## config.mk

```make
export PLATFORM = sky130hd
export DESIGN_NAME = alu_issue_stage
export DESIGN_NICKNAME = d
export VERILOG_FILES = /design/src/rtl/alu_issue_stage_pkg.sv /design/src/rtl/alu_ctrl_decode.sv /design/src/rtl/alu_issue_stage.sv
export SDC_FILE = /design/constraint.sdc
export NUM_CORES = 1
export LEC_CHECK = 0
export BUFFER_PORTS_ARGS = -buffer_cell sky130_fd_sc_hd__buf_2
export CAP_MARGIN = 20
export CORE_ASPECT_RATIO = 0.6
export CORE_MARGIN = 1
export CORE_UTILIZATION = 46
export CTS_BUF_LIST = sky130_fd_sc_hd__clkbuf_16
export CTS_CLUSTER_DIAMETER = 60
export DETAILED_ROUTE_END_ITERATION = 10
export PLACE_DENSITY = 0.81
export SLEW_MARGIN = 20
export SYNTH_ARGS = -nofsm -noshare
export SYNTH_HDL_FRONTEND = slang
export SYNTH_HIERARCHICAL = 1
export SYNTH_SLANG_ARGS = --single-unit
```

## constraint.sdc

```tcl
create_clock -name clk_i -period 1.45 [get_ports clk_i]
set_input_delay 0.0725 -clock clk_i [delete_from_list [all_inputs] [get_ports clk_i]]
set_output_delay 0.0725 -clock clk_i [all_outputs]
set_load 0.1 [all_outputs]
```

## src/rtl/alu_issue_stage_pkg.sv

```systemverilog
// Shared ALU issue-stage definitions: alu_op classes, R-type funct codes,
// operation-select encodings and the decoded control bundle.
package alu_issue_stage_pkg;

  localparam logic [1:0] ALUOP_LDST   = 2'b00;
  localparam logic [1:0] ALUOP_BRANCH = 2'b01;
  localparam logic [1:0] ALUOP_RTYPE  = 2'b10;
  localparam logic [1:0] ALUOP_SLTI   = 2'b11;

  localparam logic [5:0] FUNCT_ADD = 6'b100000;
  localparam logic [5:0] FUNCT_SUB = 6'b100010;
  localparam logic [5:0] FUNCT_AND = 6'b100100;
  localparam logic [5:0] FUNCT_OR  = 6'b100101;
  localparam logic [5:0] FUNCT_SLT = 6'b101010;

  typedef enum logic [2:0] {
    OPER_AND = 3'b000,
    OPER_OR  = 3'b001,
    OPER_ADD = 3'b010,
    OPER_SLT = 3'b011
  } oper_e;

  typedef struct packed {
    oper_e oper;
    logic  invert;
    logic  carry;
    logic  illegal;
  } ctrl_t;

  // SUB and SLT both need B inverted with carry-in set to form A - B.
  function automatic ctrl_t make_ctrl(oper_e oper, logic sub);
    ctrl_t c;
    c.oper    = oper;
    c.invert  = sub;
    c.carry   = sub;
    c.illegal = 1'b0;
    return c;
  endfunction

endpackage

```

## src/rtl/alu_ctrl_decode.sv

```systemverilog
// Combinational decode of alu_op/funct into ALU operation, B-invert and carry-in.
module alu_ctrl_decode
  import alu_issue_stage_pkg::*;
(
  input  logic [1:0] alu_op,
  input  logic [5:0] funct,
  output ctrl_t      ctrl
);

  always_comb begin
    ctrl = make_ctrl(OPER_ADD, 1'b0);
    case (alu_op)
      ALUOP_LDST:   ctrl = make_ctrl(OPER_ADD, 1'b0);
      ALUOP_BRANCH: ctrl = make_ctrl(OPER_ADD, 1'b1);
      ALUOP_SLTI:   ctrl = make_ctrl(OPER_SLT, 1'b1);
      default: begin
        case (funct)
          FUNCT_ADD: ctrl = make_ctrl(OPER_ADD, 1'b0);
          FUNCT_SUB: ctrl = make_ctrl(OPER_ADD, 1'b1);
          FUNCT_AND: ctrl = make_ctrl(OPER_AND, 1'b0);
          FUNCT_OR:  ctrl = make_ctrl(OPER_OR,  1'b0);
          FUNCT_SLT: ctrl = make_ctrl(OPER_SLT, 1'b1);
          default:   ctrl.illegal = 1'b1;
        endcase
      end
    endcase
  end

endmodule

```

## src/rtl/alu_issue_stage.sv

```systemverilog
// ALU issue stage: decodes on acceptance and holds entries in a 2-deep skid
// buffer whose main entry drives the ALU inputs directly.
module alu_issue_stage
  import alu_issue_stage_pkg::*;
#(
  parameter int N  = 32,
  parameter int RW = 5
) (
  input  logic          clk_i,
  input  logic          rst_i,
  input  logic          flush_i,
  input  logic          up_valid_i,
  output logic          up_ready_o,
  input  logic [N-1:0]  a_i,
  input  logic [N-1:0]  b_i,
  input  logic [1:0]    alu_op_i,
  input  logic [5:0]    funct_i,
  input  logic [RW-1:0] rd_i,
  output logic          down_valid_o,
  input  logic          down_ready_i,
  output logic [N-1:0]  a_o,
  output logic [N-1:0]  b_o,
  output logic [RW-1:0] rd_o,
  output logic [2:0]    operacion_o,
  output logic          invert_o,
  output logic          carry_o,
  output logic          illegal_o
);

  ctrl_t         in_ctrl;
  logic          main_valid, skid_valid, ready_q;
  logic [N-1:0]  main_a, main_b, skid_a, skid_b;
  logic [RW-1:0] main_rd, skid_rd;
  ctrl_t         main_ctrl, skid_ctrl;
  logic          take_in, take_out;

  alu_ctrl_decode u_decode (
    .alu_op (alu_op_i),
    .funct  (funct_i),
    .ctrl   (in_ctrl)
  );

  assign take_in  = up_valid_i && ready_q;
  assign take_out = main_valid && down_ready_i;

  always_ff @(posedge clk_i) begin
    if (rst_i) begin
      main_valid <= 1'b0;
      skid_valid <= 1'b0;
      ready_q    <= 1'b1;
      main_a     <= '0;
      main_b     <= '0;
      main_rd    <= '0;
      main_ctrl  <= make_ctrl(OPER_ADD, 1'b0);
      skid_a     <= '0;
      skid_b     <= '0;
      skid_rd    <= '0;
      skid_ctrl  <= make_ctrl(OPER_ADD, 1'b0);
    end else if (flush_i) begin
      main_valid <= 1'b0;
      skid_valid <= 1'b0;
      ready_q    <= 1'b1;
    end else if (!main_valid || take_out) begin
      // Main is free this cycle: refill from skid first to keep order, else from input.
      if (skid_valid) begin
        main_a     <= skid_a;
        main_b     <= skid_b;
        main_rd    <= skid_rd;
        main_ctrl  <= skid_ctrl;
        main_valid <= 1'b1;
        skid_valid <= 1'b0;
        ready_q    <= 1'b1;
      end else if (take_in) begin
        main_a     <= a_i;
        main_b     <= b_i;
        main_rd    <= rd_i;
        main_ctrl  <= in_ctrl;
        main_valid <= 1'b1;
      end else begin
        main_valid <= 1'b0;
      end
    end else if (take_in) begin
      skid_a     <= a_i;
      skid_b     <= b_i;
      skid_rd    <= rd_i;
      skid_ctrl  <= in_ctrl;
      skid_valid <= 1'b1;
      ready_q    <= 1'b0;
    end
  end

  assign up_ready_o   = ready_q;
  assign down_valid_o = main_valid;
  assign a_o          = main_a;
  assign b_o          = main_b;
  assign rd_o         = main_rd;
  assign operacion_o  = main_ctrl.oper;
  assign invert_o     = main_ctrl.invert;
  assign carry_o      = main_ctrl.carry;
  assign illegal_o    = main_ctrl.illegal;

endmodule

```

==> summary.txt <==
Timing
  • Hold slack: ~21 ps
  • Skew final: 9.63 ps
  • FMAX: 0.639 GHz
  • Fin. max-slew vios: 0
  • Final min period: 1570 ps
  • Fin crit share: 1.08
  • RSZ-0062 raised after global routing: true
  • Max-slew headroom: 0.591
  • Setup ws final: -116 ps
  • Fin. Hold Viols: 0
  • Tightest Pin Transition: 614 ps
  • Final Setup Violations: 11

Logic synthesis
  • Simple-gate share of the synthesized area: 0.202
  • Mux cell area share after synthesis: 0.215
  • Top post-synthesis cells by area: dfxtp_1, nand2b_1, mux2_2
  • Post-synthesis sequential area ratio: 0.410
  • Post-Syn Area: roughly 7500 µm²
  • Gate count of the mapped netlist: 781
  • Complex-gate fraction of the synthesized area: 0.0833
  • Largest family of logic cells by synthesized area: multiplexers
  • Yosys warnings: 6
  • Adder-cell share of the synthesized area: 0
  • Syn Nets: between 800 and 900
  • Post-synthesis cell type count: 27
  • Cell taking the most area after synthesis: dfxtp_1
  • Synth Register Bits: 153
  • Post-Synth XOR/XNOR Area: 0
  • Yosys top cell area share: 0.410
  • Syn avg cell area: between 9 and 10 µm²

CTS
  • CTS tree: built
  • Cts bufs inserted: 17
  • Sink Count: 153
  • Root Buffer: clkbuf_16
  • Clock buffer depth: 2
  • CTS clk-pin slew, worst paths: 60 ps
  • Clock Latency Late Sink: 420 ps
  • H-tree depth: 4

Detailed routing
  • Initial DRC Count: approximately 370
  • Final ANT Viol Nets: 0
  • DRC errors left: 11
  • Via-per-instance ratio: around 5.4
  • Vias: 6458
  • Wire per inst: 17.6 µm
  • WL final: 21200 µm
  • DR pass1 iterations: 8

Placement
  • DP Area: slightly below 9000 µm²
  • Placed insts: 1097
  • Hpwl dp: 11900 µm
  • Number of buffers added on ports: roughly 160
  • DP Worst Slack: -43.5 ps
  • GP Congestion: 0.776

Critical path
  • Worst Setup Path Type: reg2reg
  • Crit path required time: about 1700 ps
  • Crit path largest cell delay: 410 ps
  • Critical path fanouts, max: 16
  • Max stage delay cell, worst path: dfxtp_4
  • Critical path, cell by cell: buf_12, mux2_2, nor4_1, a211oi_2
  • Crit path DAT: 1840 ps
  • Startpoint types: flip-flop
  • CP Capture Type: flip-flop

Status
  • Status: complete, but fails checks
  • Failing checks: design-rule violations, negative setup slack

Power
  • Leak: roughly 4 nW
  • Power consumption: roughly 11 mW
  • Worst vdd ir: 0.809 mV
  • Power Dens Cells: between 1000 and 1500 nW/µm²

Worst hold path
  • Worst min path class: in2reg

Finish
  • Share of cells above drive strength 1: 0.376
  • Highest-count cells in the layout ignoring fill and taps: buf_2, nand2b_1, dfxtp_1
  • Number of nets in the layout: between 1000 and 1500
  • Finished Layout Cells: 1205
  • Synth-to-layout area growth: 41.1%
  • Final instance area: 10500 µm²
  • Most common cell after layout, fill and taps aside: buf_2
  • # diodes: 0

Run
  • Max_cap viols: 0

Floorplanning
  • Initial core utilization: 0.479
  • Die area: ~17000 µm²
  • Area of the core: 15600 µm²
  • Rows: 35
  • Die Width: 166 µm
  • Die height: 101 µm
  • Ports: between 150 and 200

Global route
  • Initial antenna violation count: 0
  • First-pass GRT wire length: 31900 µm
  • Pin count of the biggest net entering global routing: 58
  • GRT Total Usage: 0.238
  • Vias in the first global route: 6209
  • Remaining Overflow, GRT: 0
worst max-delay path, delay by kind of cell (launching register included):
kind | cells | cell delay (ps)
muxes | 1 | 350
AOI/OAI and AO/OA | 1 | 110
and+or+nand+nor | 1 | 360
DFF | 1 | 410
buffers and inverters | 1 | 190
routing by layer:
layer / routed length, µm / GRT usage
met2: 10100 / 0.396
met3: 1080 / 0.0514
met5: 0 / 0
met4: 233 / 0.0591
met1: 9790 / 0.317
where the power goes:
| group | switching (mW) | internal, mW | total, mW |
|---|---|---|---|
| Sequential | 0.0917 | 4.36 | 4.46 |
| Clock | 1.88 | 2.54 | 4.43 |
| Combinational | 1.78 | 0.737 | 2.51 |
| Total | 3.75 | 7.65 | 11.4 |
kinds of logic after synthesis:
kind of cell,Yosys count
other,1
muxes,151
DFF,153
buffers and inverters,152
and+or+nand+nor,240
AOI/OAI and AO/OA,84
final timing paths:
path	depth (start not counted)	endpoint	startpoint	slack, ps
setup reg to reg	4	b_o[3]	skid_valid	-120
hold / removal	3	up_ready_o	up_valid_i	20
hold reg to reg	2	a_o[27]	a_o[27]	450
setup / recovery	4	b_o[3]	skid_valid	-120
metrics by stage:
| stage | utilization | TNS [ps] |
|---|---|---|
| after floorplan | - | -7110 |
| after global placement | 0.555 | 0 |
| after detailed placement | 0.555 | -155 |
| after CTS | 0.642 | -33.4 |
| after global routing | 0.676 | -2250 |
| final | 0.676 | -375 |
registers in the layout, summed over array words and instances (netlist names):
register / cells
skid_b: 32
down_valid_o: 1
up_ready_o: 1
skid_valid: 1
rd_o: 5
invert_o: 1
carry_o: 1
skid_ctrl: 6
illegal_o: 1
skid_a: 32
operacion_o: 3
skid_rd: 5
b_o: 32
a_o: 32
cells in the mapped netlist (all sizes together):
| cell type | instances |
|---|---|
| nor2 | 4 |
| nor3b | 2 |
| dfxtp | 153 |
| a311oi | 1 |
| nor3 | 1 |
| nand4b | 1 |
| a31o | 1 |
| nand2b | 150 |
| o21ai | 2 |
| buf | 27 |
| nor4 | 75 |
| mux2i | 77 |
| inv | 75 |
| and2 | 1 |
| nor2b | 3 |
| or3 | 1 |
| a21boi | 1 |
| a211oi | 75 |
| clkbuf | 50 |
| mux2 | 74 |
| nand2 | 2 |
| conb | 1 |
| a21oi | 4 |
layout make-up:
class	instances	area, µm²
fillers	1163	5060
inverters	75	282
repair buffers	267	2080
well taps	203	254
multi-input cells	476	4270
clock buffers	17	425
flip-flops and latches	153	3070
clock inverters	14	151
timing repair:
| action | 4_1_cts | 5_1_grt |
|---|---|---|
| buffers inserted | 3 | 3 |
| cloned | 0 | 2 |
| resized for setup | 8 | 77 |
| pin swaps | 0 | 0 |
| endpoints found under the hold margin | 69 | 0 |
| setup endpoints to repair | 12 | 62 |
| hold buffers | 69 | 0 |
Power figures use the tool's default switching activity.
